--- src/rtl/pe_packet_injector.sv ---
// pe_packet_injector: packs filter rows and ifmap rows into 64-bit NoC packets addressed to PE1..PE5.
// Optional macro PKT_PARITY_EN puts even parity over the payload field [52:0] into bit 53.
module pe_packet_injector #(
  parameter int         PACKET_WIDTH   = 64,
  parameter int         FILTER_LENGTH  = 40,
  parameter int         IFMAP_LENGTH   = 25,
  parameter int         NUM_IFMAP_ROWS = 25,
  parameter logic [3:0] SRC_ADDR       = 4'b1000
) (
  input  logic                     clk,
  input  logic                     rst_n,
  input  logic                     start,
  input  logic                     filt_valid,
  output logic                     filt_ready,
  input  logic [FILTER_LENGTH-1:0] filt_data,
  input  logic                     ifmap_valid,
  output logic                     ifmap_ready,
  input  logic [IFMAP_LENGTH-1:0]  ifmap_data,
  output logic                     pkt_valid,
  input  logic                     pkt_ready,
  output logic [PACKET_WIDTH-1:0]  pkt_data,
  output logic                     busy,
  output logic                     done
);
  localparam int               CNT_W      = $clog2(NUM_IFMAP_ROWS + 1);
  localparam int               BODY_W     = PACKET_WIDTH - 11;
  localparam logic [3:0]       PE1_ADDR   = 4'b0001;
  localparam logic [3:0]       PE2_ADDR   = 4'b0101;
  localparam logic [3:0]       PE3_ADDR   = 4'b0011;
  localparam logic [3:0]       PE4_ADDR   = 4'b0111;
  localparam logic [3:0]       PE5_ADDR   = 4'b1100;
  localparam logic [1:0]       TYPE_IFMAP = 2'b00;
  localparam logic [1:0]       TYPE_FILT  = 2'b01;
  localparam logic [CNT_W-1:0] LAST_FILT  = CNT_W'(4);
  localparam logic [CNT_W-1:0] LAST_ROW   = CNT_W'(NUM_IFMAP_ROWS - 1);

  typedef enum logic [1:0] {IDLE, FILT, IFMAP, DRAIN} state_e;

  state_e                  state_q, state_d;
  logic [CNT_W-1:0]        filt_cnt_q, filt_cnt_d;
  logic [CNT_W-1:0]        row_cnt_q, row_cnt_d;
  logic                    pkt_valid_q, pkt_valid_d;
  logic [PACKET_WIDTH-1:0] pkt_data_q, pkt_data_d;
  logic                    busy_q, busy_d;
  logic                    done_q, done_d;
  logic                    free, filt_acc, ifmap_acc;
  logic [BODY_W-1:0]       body;

  // Rows 4 and beyond all enter the chain at PE5; the PEs forward them upward.
  function automatic logic [3:0] pe_addr(input logic [CNT_W-1:0] idx);
    case (idx)
      CNT_W'(0): return PE1_ADDR;
      CNT_W'(1): return PE2_ADDR;
      CNT_W'(2): return PE3_ADDR;
      CNT_W'(3): return PE4_ADDR;
      default:   return PE5_ADDR;
    endcase
  endfunction

  function automatic logic [PACKET_WIDTH-1:0] make_pkt(input logic [3:0]        dest,
                                                       input logic [1:0]        ptype,
                                                       input logic [BODY_W-1:0] pbody);
    logic parity;
`ifdef PKT_PARITY_EN
    parity = ^pbody;
`else
    parity = 1'b0;
`endif
    return {dest, SRC_ADDR, ptype, parity, pbody};
  endfunction

  // The single output slot can take a new row in the same cycle its current packet leaves.
  assign free        = !pkt_valid_q || pkt_ready;
  assign filt_ready  = rst_n && (state_q == FILT) && free;
  assign ifmap_ready = rst_n && (state_q == IFMAP) && free;
  assign filt_acc    = filt_valid && filt_ready;
  assign ifmap_acc   = ifmap_valid && ifmap_ready;

  always_comb begin
    // NOTE: every variable gets a default first, so no path leaves one unassigned and no latch is inferred.
    state_d     = state_q;
    filt_cnt_d  = filt_cnt_q;
    row_cnt_d   = row_cnt_q;
    pkt_valid_d = pkt_valid_q && !pkt_ready;
    pkt_data_d  = pkt_data_q;
    done_d      = 1'b0;
    body        = '0;
    case (state_q)
      IDLE: begin
        if (start) begin
          state_d    = FILT;
          filt_cnt_d = '0;
          row_cnt_d  = '0;
        end
      end
      FILT: begin
        if (filt_acc) begin
          body[FILTER_LENGTH-1:0] = filt_data;
          pkt_data_d  = make_pkt(pe_addr(filt_cnt_q), TYPE_FILT, body);
          pkt_valid_d = 1'b1;
          filt_cnt_d  = filt_cnt_q + CNT_W'(1);
          if (filt_cnt_q == LAST_FILT) state_d = IFMAP;
        end
      end
      IFMAP: begin
        if (ifmap_acc) begin
          body[IFMAP_LENGTH-1:0] = ifmap_data;
          pkt_data_d  = make_pkt(pe_addr(row_cnt_q), TYPE_IFMAP, body);
          pkt_valid_d = 1'b1;
          row_cnt_d   = row_cnt_q + CNT_W'(1);
          if (row_cnt_q == LAST_ROW) state_d = DRAIN;
        end
      end
      DRAIN: begin
        if (pkt_valid_q && pkt_ready) begin
          state_d = IDLE;
          done_d  = 1'b1;
        end
      end
      default: state_d = IDLE;
    endcase
    busy_d = (state_d != IDLE);
  end

  always_ff @(posedge clk) begin
    // NOTE: sequential state uses non-blocking assignments only, so every flop samples pre-edge values.
    if (!rst_n) begin
      state_q     <= IDLE;
      filt_cnt_q  <= '0;
      row_cnt_q   <= '0;
      pkt_valid_q <= 1'b0;
      pkt_data_q  <= '0;
      busy_q      <= 1'b0;
      done_q      <= 1'b0;
    end else begin
      state_q     <= state_d;
      filt_cnt_q  <= filt_cnt_d;
      row_cnt_q   <= row_cnt_d;
      pkt_valid_q <= pkt_valid_d;
      pkt_data_q  <= pkt_data_d;
      busy_q      <= busy_d;
      done_q      <= done_d;
    end
  end

  assign pkt_valid = pkt_valid_q;
  assign pkt_data  = pkt_data_q;
  assign busy      = busy_q;
  assign done      = done_q;

endmodule

--- config.mk ---
export PLATFORM = sky130hd
export DESIGN_NAME = pe_packet_injector
export DESIGN_NICKNAME = d
export VERILOG_FILES = /design/src/rtl/pe_packet_injector.sv
export SDC_FILE = /design/constraint.sdc
export NUM_CORES = 1
export LEC_CHECK = 0
export BUFFER_PORTS_ARGS = -buffer_cell sky130_fd_sc_hd__buf_2
export CAP_MARGIN = 20
export CORE_UTILIZATION = 47
export DETAILED_ROUTE_END_ITERATION = 8
export GPL_TIMING_DRIVEN = 1
export PLACE_DENSITY_LB_ADDON = 0.1
export SLEW_MARGIN = 0
export SYNTH_ARGS = -nofsm -noshare
export SYNTH_HDL_FRONTEND = slang
export SYNTH_SLANG_ARGS = --single-unit
--- constraint.sdc ---
create_clock -name clk -period 2.1 [get_ports clk]
set_input_delay 0.105 -clock clk [delete_from_list [all_inputs] [get_ports clk]]
set_output_delay 0.105 -clock clk [all_outputs]
set_load 0.01 [all_outputs]
==> qor.txt <==
status: finished clean
Gate Count Post-Synth: 320
HPWL Detailed: 5100 µm
Initial DRC Count: 110
share of layout cells above drive strength 1: 40.8%
crit path time final: 1980 ps
dpl ws: 54.4 ps
WP data required: 2370 ps
WP data arrival: 2250 ps
clk buf depth: 2
syn_area_per_cell: 9.72 µm²
number of global-route vias before repair: 2,695
largest net degree at the start of global routing: 28
worst min-delay path category: input pin to flip-flop
TritonCTS clock tree: built
io pins: 140
DRT Pass-1 Iters: 5
Final nets: 532
f_max: 0.505 GHz
CP startpoint kind: flip-flop
critical path, cell by cell: inv_1, ha_1, buf_4, nand2b_1, a21oi_1, mux2_2, nor2_1
Area Overhead vs Synth: 31.5%
post-synthesis compound-gate area fraction: 19.2%
via count: 2,711
final WL: 7250 µm
crit share post-route: 94.2%
Final Hold Fails: 0
Post-Synth XOR/XNOR Area: 2.25%
DR vias/cell: 5.12
routability cong.: 0.857
CP max FO: 6
CTS buffer count: 9
Initial Utilization: 49.0%
Die Area: 0.00694 mm²
P per Cell Area: 748 mW/mm²
max_slew headroom: 62.5%
setup violators final: 0
first-pass GRT wire length: 12,300 µm
post-route setup slack: 121 ps
All-Layer GR Usage: 22.0%
Port Buf Inserts: 121
number of setup buffers added after CTS: 0
Critical Path End Type: flip-flop
level count of the clock H-tree: 3
sequential share of the synthesized area: 39.3%
Die X: 83.3 µm
max incr delay on CP: 420 ps
worst slew pin tran: 561 ps
WS Path Type: flip-flop to flip-flop
Fin Setup TNS: 0 ps
post-route ant nets: 0
Remaining DRCs: 0
core area: 0.00635 mm²
worst vdd ir: 0.000415 V
RSZ-0062 raised after global routing: false
CTS root buf: clkbuf_8
maxcap violations: 0
Max Slew Vio Count: 0
Crit-path slowest cell: dfxtp_1
drt wl/cell: 13.7 µm
Skew-Pair Late Insertion Delay: 330 ps
largest family of logic cells by synthesized area: compound AO/OA/AOI/OAI gates
final antenna diode count: 0
P_leak: 1.77 nW
Die Y: 83.3 µm
clock skew: 11.3 ps
Yosys reg bits: 61
clock sink count: 61
Mapped Area: 0.00311 mm²
YS warnings: 0
Cell variety after synth: 44
post-synthesis simple-gate area fraction: 15.5%
clock transition at the registers of the reported paths: 70 ps
multiplexer share of the synthesized area: 8.89%
number of antenna violations at the first check in global routing: 0
Post-Synth Adder-Cell Area: 5.23%
Core Rows: 29
GRT Residual Overflow: 0
## final timing paths
kind                                                    to  cells after the start  slack [ps]                      start
worst max-delay path            filt_cnt_q[1]$_SDFFE_PN0P_                      7         120      state_q[1]$_SDFF_PN0_
worst min-delay path             pkt_data[27]$_SDFFE_PN0P_                      3           5              filt_data[27]
worst max register to register  filt_cnt_q[1]$_SDFFE_PN0P_                      7         120      state_q[1]$_SDFF_PN0_
worst min register to register   pkt_data[63]$_SDFFE_PN0P_                      2         450  pkt_data[63]$_SDFFE_PN0P_
## layout by cell type (no fill, tap or decap), types with 4 or more instances in the layout
cell type        n
conb_1          18
nand3_1          5
a21oi_1          7
buf_2          121
mux2i_1         25
a211oi_2        25
clkbuf_8        10
buf_4            4
xnor2_1          8
o21ai_0          5
nor4_1           4
a22oi_1         15
nand2_1          4
dfxtp_1         60
nor2_1          61
ha_1            12
dlygate4sd3_1   10
inv_1            7
## power by group
part           switching (W)  leakage [nW]  total, W  internal, W
combinational       0.000285          1.15  0.000514     0.000230
sequential         0.0000375         0.497   0.00126      0.00122
clock               0.000470         0.119   0.00129     0.000818
## per-layer routing
layer,track usage [%],share of wire [%]
met5,0,0
met4,11.8,2.4
met3,5.47,6.8
met2,36.3,49
met1,26.2,42
## worst max-delay path: cells and delay by family, from the launching register on
family,cells,cell delay [ps]
mux,1,360
flops,1,420
simple gates,2,270
fa+ha+maj,1,280
compound gates,1,270
buf+inv,2,310
## logic make-up after synthesis
| group | count (synthesis) |
|---|---|
| buffers and inverters | 47 |
| adders and majority gates | 13 |
| AOI/OAI and AO/OA | 65 |
| and+or+nand+nor | 98 |
| DFF | 61 |
| muxes | 27 |
| xor gates and xnor gates | 8 |
| other | 1 |
## registers in the layout, indices dropped and copies added, names as in the netlist
register	flops
busy	1
done	1
filt_cnt_q	5
pkt_data	46
pkt_valid	1
row_cnt_q	5
state_q	2
## Yosys cell counts, drive strengths merged
| cell type | instances | area [µm²] |
|---|---|---|
| nor2 | 62 | 235 |
| dfxtp | 61 | 1220 |
| buf | 35 | 254 |
| a211oi | 28 | 335 |
| mux2i | 25 | 250 |
| a22oi | 15 | 113 |
| ha | 13 | 163 |
| inv | 8 | 30.0 |
| xnor2 | 8 | 70.1 |
| a21oi | 7 | 35.0 |
| o21ai | 7 | 35.0 |
| nand3 | 5 | 25.0 |
| nor4 | 5 | 31.3 |
| clkbuf | 4 | 15.0 |
| nand2 | 4 | 15.0 |
| nor3 | 4 | 20.0 |
| nand2b | 3 | 18.8 |
| o221ai | 3 | 26.3 |
| and3 | 2 | 12.5 |
| and4 | 2 | 21.3 |
| mux2 | 2 | 26.3 |
| nand4 | 2 | 33.8 |
| nor2b | 2 | 12.5 |
| or4 | 2 | 15.0 |
| a21boi | 1 | 7.51 |
| a221oi | 1 | 15.0 |
| a41o | 1 | 10.0 |
| a41oi | 1 | 8.76 |
| and2 | 1 | 6.26 |
| and4b | 1 | 10.0 |
| conb | 1 | 3.75 |
| nor3b | 1 | 7.51 |
| o311a | 1 | 10.0 |
| or2 | 1 | 6.26 |
| or4b | 1 | 10.0 |
## cell type report
class                      count  area, µm²
clock inverter                 6        110
inverter                       8       30.0
sequential                    61       1220
multi-input combinational    229       1690
timing repair buffer         139        807
fill                         543       2260
tap                           77       96.3
clock buffer                  10        138
## stage by stage
stage | instance area, µm² | std cells | util (%) | power [W] | hold slack [ps]
finish | 4090 | 530 | 64.4 | 0.00306 | 4.62
global route | 4090 | 530 | 64.4 | 0.00320 | 4.11
CTS | 4070 | 530 | 64.0 | 0.00308 | 0.370
detailed placement | 3710 | 504 | 58.4 | 0.00177 | 347
global placement | 3710 | 504 | 58.4 | 0.00176 | 338
floorplan | 3170 | 337 | - | 0.00162 | 253
## repair_timing
| action | 4_1_cts | 5_1_grt |
|---|---|---|
| endpoints found under the setup margin | 1 | 6 |
| hold endpoints to repair | 10 | 0 |
| hold buffers | 10 | 0 |
| gates resized for setup | 3 | 4 |
Note: power is estimated with default switching activity, not from simulation.
